--- src/rtl/rtc_scan_sequencer.sv ---
// RTC register scan sequencer: walks two contiguous address segments, holding each for DWELL active cycles.
// Build option RTC_SCAN_TRISTATE_EN: idle address floats (all-Z) instead of driving zero.
module rtc_scan_sequencer #(
  parameter int                ADDR_W    = 8,
  parameter logic [ADDR_W-1:0] SEG0_BASE = 8'h21,
  parameter int                SEG0_LEN  = 8,
  parameter logic [ADDR_W-1:0] SEG1_BASE = 8'h41,
  parameter int                SEG1_LEN  = 3,
  parameter int                DWELL     = 74,
  localparam int               N         = SEG0_LEN + SEG1_LEN,
  localparam int               IDX_W     = $clog2(N + 1)
) (
  input  logic              clk,
  input  logic              reset,
  input  logic              rw,
  input  logic              per_read,
  input  logic              pause,
  input  logic              single,
  output logic [ADDR_W-1:0] address,
  output logic              addr_valid,
  output logic [IDX_W-1:0]  index,
  output logic              sample,
  output logic              pass_done
);

  localparam int               CNT_W    = $clog2(DWELL);
  localparam logic [IDX_W-1:0] SEG0_END = IDX_W'(SEG0_LEN);
  localparam logic [IDX_W-1:0] LAST_IDX = IDX_W'(N - 1);
  localparam logic [CNT_W-1:0] CNT_LAST = CNT_W'(DWELL - 1);
  localparam logic [CNT_W-1:0] CNT_PRE  = CNT_W'(DWELL - 2);

  typedef enum logic [1:0] {S_IDLE, S_SCAN, S_DONE} state_t;

  state_t            r_state, w_state_n;
  logic [IDX_W-1:0]  r_index, w_index_n;
  logic [CNT_W-1:0]  r_count, w_count_n;
  logic [ADDR_W-1:0] r_address, w_addr_n;
  logic              r_addr_valid, w_valid_n;
  logic              r_sample, w_sample_n;
  logic              r_pass_done, w_done_n;
  logic              r_single, w_single_n;
  logic              w_active, w_last, w_adv;

  function automatic logic [ADDR_W-1:0] addr_of(input logic [IDX_W-1:0] idx);
    if (idx < SEG0_END) addr_of = SEG0_BASE + ADDR_W'(idx);
    else                addr_of = SEG1_BASE + ADDR_W'(idx - SEG0_END);
  endfunction

  assign w_active = rw & per_read & ~pause;
  assign w_last   = (r_index == LAST_IDX);
  assign w_adv    = (r_state == S_SCAN) & w_active & (r_count == CNT_LAST);

  always_ff @(posedge clk or negedge reset) begin
    if (!reset) r_state <= S_IDLE;
    else        r_state <= w_state_n;
  end

  always_comb begin
    w_state_n = r_state;
    if (!rw) begin
      w_state_n = S_IDLE;
    end else begin
      case (r_state)
        S_IDLE:  if (per_read) w_state_n = S_SCAN;
        S_SCAN:  if (w_adv && w_last && r_single) w_state_n = S_DONE;
        S_DONE:  w_state_n = S_DONE;
        default: w_state_n = S_IDLE;
      endcase
    end
  end

  // Next values of the registered outputs; index is kept cycle-aligned with address.
  always_comb begin
    w_index_n  = r_index;
    w_count_n  = r_count;
    w_addr_n   = r_address;
    w_valid_n  = 1'b0;
    w_sample_n = 1'b0;
    w_done_n   = 1'b0;
    w_single_n = r_single;
    if (!rw) begin
      w_index_n = '0;
      w_count_n = '0;
    end else begin
      case (r_state)
        S_IDLE: begin
          if (per_read) begin
            w_index_n  = '0;
            w_count_n  = '0;
            w_single_n = single;
            w_addr_n   = addr_of('0);
            w_valid_n  = 1'b1;
          end
        end
        S_SCAN: begin
          if (per_read) begin
            w_valid_n = 1'b1;
            w_addr_n  = addr_of(r_index);
            if (!pause) begin
              if (r_count == CNT_LAST) begin
                w_count_n = '0;
                if (!w_last) begin
                  w_index_n = r_index + IDX_W'(1);
                  w_addr_n  = addr_of(r_index + IDX_W'(1));
                end else if (r_single) begin
                  w_valid_n = 1'b0;
                end else begin
                  w_index_n = '0;
                  w_addr_n  = addr_of('0);
                end
              end else begin
                w_count_n  = r_count + CNT_W'(1);
                w_sample_n = (r_count == CNT_PRE);
                w_done_n   = (r_count == CNT_PRE) && w_last;
              end
            end
          end
        end
        default: ;
      endcase
    end
  end

  always_ff @(posedge clk or negedge reset) begin
    if (!reset) begin
      r_index      <= '0;
      r_count      <= '0;
      r_address    <= '0;
      r_addr_valid <= 1'b0;
      r_sample     <= 1'b0;
      r_pass_done  <= 1'b0;
      r_single     <= 1'b0;
    end else begin
      r_index      <= w_index_n;
      r_count      <= w_count_n;
      r_address    <= w_addr_n;
      r_addr_valid <= w_valid_n;
      r_sample     <= w_sample_n;
      r_pass_done  <= w_done_n;
      r_single     <= w_single_n;
    end
  end

`ifdef RTC_SCAN_TRISTATE_EN
  assign address = r_addr_valid ? r_address : {ADDR_W{1'bz}};
`else
  assign address = r_addr_valid ? r_address : '0;
`endif
  assign addr_valid = r_addr_valid;
  assign index      = r_index;
  assign sample     = r_sample;
  assign pass_done  = r_pass_done;

endmodule

--- config.mk ---
export PLATFORM = sky130hd
export DESIGN_NAME = rtc_scan_sequencer
export DESIGN_NICKNAME = d
export VERILOG_FILES = /design/src/rtl/rtc_scan_sequencer.sv
export SDC_FILE = /design/constraint.sdc
export NUM_CORES = 1
export LEC_CHECK = 0
export ABC_AREA = 1
export CAP_MARGIN = 20
export CORE_ASPECT_RATIO = 0.7
export CORE_MARGIN = 8
export CORE_UTILIZATION = 59
export DETAILED_ROUTE_END_ITERATION = 10
export PLACE_DENSITY = 0.89
export SLEW_MARGIN = 25
export SYNTH_ARGS = -nofsm -noshare
export SYNTH_HDL_FRONTEND = slang
export SYNTH_SLANG_ARGS = --single-unit
--- constraint.sdc ---
create_clock -name clk -period 2.6 [get_ports clk]
set_input_delay 0.52 -clock clk [delete_from_list [all_inputs] [get_ports clk]]
set_output_delay 0.52 -clock clk [all_outputs]
set_load 0.005 [all_outputs]
==> results.tsv <==
stage	metric	value	unit
power	power.total	0.001322	W
logic_synthesis	synth.top_cells.by_area	sky130_fd_sc_hd__dfrtp_1 38%, sky130_fd_sc_hd__nand2_1 14%, sky130_fd_sc_hd__inv_1 8.0%	
worst_setup_path	critical_path.top_delay_family	simple AND/OR/NAND/NOR gates	
sta	clock_skew	0.009063	ns
logic_synthesis	synth_most_common_cell	sky130_fd_sc_hd__nand2_1	
cts	cts-root-to-sink-buffers	2	
power	power_density_over_cell_area	697.1	nW/µm²
final_layout	diodes	0	
worst_setup_path	critPathArrivalTime	2.07	ns
status	result_of_the_run	finished clean	
grt	grt_antenna_before_repair	0	
floorplanning	floorplan.rows	15	
floorplanning	core_region_area	2515	µm²
logic_synthesis	syn_nets	227	
final_layout	area_growth	19.09	%
worst_setup_path	worst-path-buf-inv	2	
logic_synthesis	netlist.top_cell.by_area	sky130_fd_sc_hd__dfrtp_1	
sta	finalSetupViolations	0	
final_layout	drive_above_1_share	0.1441	
power	leakagePower	0.9832	nW
worst_setup_path	reg2reg_start	index[0]	
worst_setup_path	critPathKind	flop to flop	
routing	route.met2.wl	1553	µm
final_layout	final_nets	251	
power	p_sw_frac	0.3755	
worst_setup_path	timing.rr.end	r_address[5]	
worst_setup_path	r2r_slack	0.69	ns
grt	maximum_number_of_pins_on_one_net_before_global_route_repair	25	
grt	grt_remaining_overflow	0	
logic_synthesis	synthDistinctLibCells	26	
sta	fin_crit_sh	0.7334	
routing	routed_wl	3555	µm
routing	detail_route_met3_wl	387	µm
logic_synthesis	synth_largest_type_area_fraction	0.3771	
sta	min_period	1.907	ns
routing	firstDrtPassIters	4	
logic_synthesis	synth_enable_flop_cells	0	
cts	clock_insertion_delay_worst_skew	0.27	ns
worst_setup_path	largest_fanout_on_the_critical_path	7	
worst_setup_path	startpoint	index[0]	
power	power.internal	0.0008257	W
logic_synthesis	ys_seq_area_frac	0.3771	
cts	hold_bufs_at_cts	0	
run	max-cap-violations	0	
floorplanning	floorplan.die_area	4645	µm²
routing	drtIter0Drc	155	
grt	grt_pass1_wl	6113	µm
power	power.share.sequential	0.373	
cts	cts_max_level	1	
logic_synthesis	postSynthCellCount	213	
logic_synthesis	postSynthRegisterBits	24	
worst_setup_path	required	2.76	ns
placement	dp_hpwl	2659	µm
logic_synthesis	synth.top_cells.by_count	58 x sky130_fd_sc_hd__nand2_1, 34 x sky130_fd_sc_hd__inv_1, 24 x sky130_fd_sc_hd__dfrtp_1	
floorplanning	effective_utilization_at_floorplan	0.6333	
placement	dpl.cell_count	266	
cts	cts_made_buffers	3	
placement	number_of_buffers_inserted_by_port_buffering	19	
power	worst_vdd_drop	0.6496	mV
routing	highest_signal_layer	met4	
worst_setup_path	worst-path-stages	11	
power	power_share_of_the_clock_group	0.247	
worst_setup_path	worstSetupStartpointType	flop	
cts	postCtsSetupBuffers	0	
cts	cts.sink_count	24	
worst_setup_path	crit_top_cell	sky130_fd_sc_hd__nand2_1	
worst_setup_path	worstSetupEndpointType	flop	
cts	cts.reportedPaths.clkPinSlew	0.09	ns
worst_setup_path	cp_slowest_cell	sky130_fd_sc_hd__dfrtp_1	
worst_setup_path	worst_case_reg_to_reg_path_depth	11	
min_path	worstHoldStart	r_address[5]	
placement	globalplace.congestion	0.8947	
routing	routed_via_density	5.293	
worst_setup_path	critical_path.endpoint	r_address[5]	
grt	via_count_of_the_first_global_routing_pass	1364	
cts	cts-root-buf	sky130_fd_sc_hd__clkbuf_8	
grt	grt_util_all_layers	0.1653	
power	share_comb_of_total_power	0.380	
routing	routedWlPerCell	13.17	µm
floorplanning	die_h	59.47	µm
sta	max_freq	524.4	MHz
worst_setup_path	critical_path.max_stage_delay	0.48	ns
routing	num_vias	1429	
logic_synthesis	synth_area_per_cell	7.478	µm²
sta	report.final.slew_viol_count	0	
sta	setup_total_negative_slack	0	ns
final_layout	layout_fillers	190	
logic_synthesis	synthFlopType	sky130_fd_sc_hd__dfrtp_1	
sta	grt_setup_unrepaired	false	
floorplanning	pin_count	21	
final_layout	final_cell_count_no_fill	270	
logic_synthesis	synth_async_sr_flop_share	1.000	
power	total_switching_power	0.0004965	W
logic_synthesis	netlist_area	1593	µm²
sta	holdWs	0.4844	ns
routing	ant_nets	0	
sta	final-hold-violation-count	0	
logic_synthesis	synth_warnings	0	
min_path	worst_hold_path_type	flop to flop	
cts	cts.repair.resized	0	
floorplanning	dieWidth	78.10	µm
routing	post-route-drc-count	0	
cts	tritoncts	done	
worst_setup_path	critical_path.cell_chain	inv_1, ha_1, nand2_1, nor2_1, nand2_1, nand3_2, clkinv_1, nand2_1, nand2_1, nand2_1, nand2_1	
routing	routedLengthMet1	1546	µm
final_layout	final_core_utilization	0.7542	
routing by layer:
metal,track usage,up-vias
met2,0.2612,73
met5,0,-
met4,0.07087,0
met1,0.2063,630
met3,0.04697,8
li1,-,718
through the flow:
step	setup slack, ns	cell area [µm²]
floorplan	1.098	1593
global placement	0.6945	1826
detailed placement	0.6615	1826
CTS	0.6922	1897
global route	0.5855	1897
finish	0.6931	1897
worst reg2reg max path, cell delays in order, from the launching register on:
cell and delay (ns):
sky130_fd_sc_hd__dfrtp_1 0.48, sky130_fd_sc_hd__inv_1 0.20, sky130_fd_sc_hd__ha_1 0.29, sky130_fd_sc_hd__nand2_1 0.08, sky130_fd_sc_hd__nor2_1 0.17, sky130_fd_sc_hd__nand2_1 0.12
sky130_fd_sc_hd__nand3_2 0.13, sky130_fd_sc_hd__clkinv_1 0.09, sky130_fd_sc_hd__nand2_1 0.09, sky130_fd_sc_hd__nand2_1 0.06, sky130_fd_sc_hd__nand2_1 0.05, sky130_fd_sc_hd__nand2_1 0.04
area by class of cell:
type / count / area, µm² / share of cell area
inverter: 42 / 157.7 / 0.08311
timing repair buffer: 20 / 197.7 / 0.1042
clock inverter: 1 / 30.03 / 0.01583
clock buffer: 3 / 41.29 / 0.02177
multi-input combinational: 146 / 827.0 / 0.4360
tap: 34 / 42.54 / 0.02243
sequential: 24 / 600.6 / 0.3166
flip-flops by register name, summed over array words and instances, names as in the netlist:
name / cells
r_address: 7
addr_valid: 1
r_count: 7
r_state: 2
index: 4
pass_done: 1
sample: 1
r_single: 1
worst min path at each step:
stage	endpoint	cells after the start
after global routing	r_address[5]	2
after CTS	r_address[5]	2
after floorplan	addr_valid	0
final	r_address[5]	2
after global placement	r_address[5]	2
after detailed placement	r_address[5]	2
power groups by stage:
stage	combinational, W	sequential, W	clock (W)
floorplan	0.000356	0.000482	0
global placement	0.000478	0.000496	0
detailed placement	0.000494	0.000497	0
CTS	0.000500	0.000491	0.000334
global route	0.000572	0.000499	0.000348
finish	0.000503	0.000493	0.000327
kinds of logic after synthesis:
group / count (synthesis) / share of synthesized area
flops: 24 / 0.3771
other cells: 1 / 0.002354
buf+inv: 43 / 0.1037
fa+ha+maj: 8 / 0.06285
compound gates: 21 / 0.07385
xor+xnor: 2 / 0.01100
simple gates: 114 / 0.3692
cell usage in the layout, fill, tap and decap left out, types with 7 or more instances in the layout:
cell and instances:
sky130_fd_sc_hd__o21ai_0 7, sky130_fd_sc_hd__o21ai_1 8, sky130_fd_sc_hd__clkdlybuf4s50_1 19, sky130_fd_sc_hd__nand3_1 19
sky130_fd_sc_hd__ha_1 8, sky130_fd_sc_hd__nand2_1 58, sky130_fd_sc_hd__inv_2 7, sky130_fd_sc_hd__inv_1 34
sky130_fd_sc_hd__dfrtp_1 24, sky130_fd_sc_hd__nor2_1 11
Power figures use the tool's default switching activity.
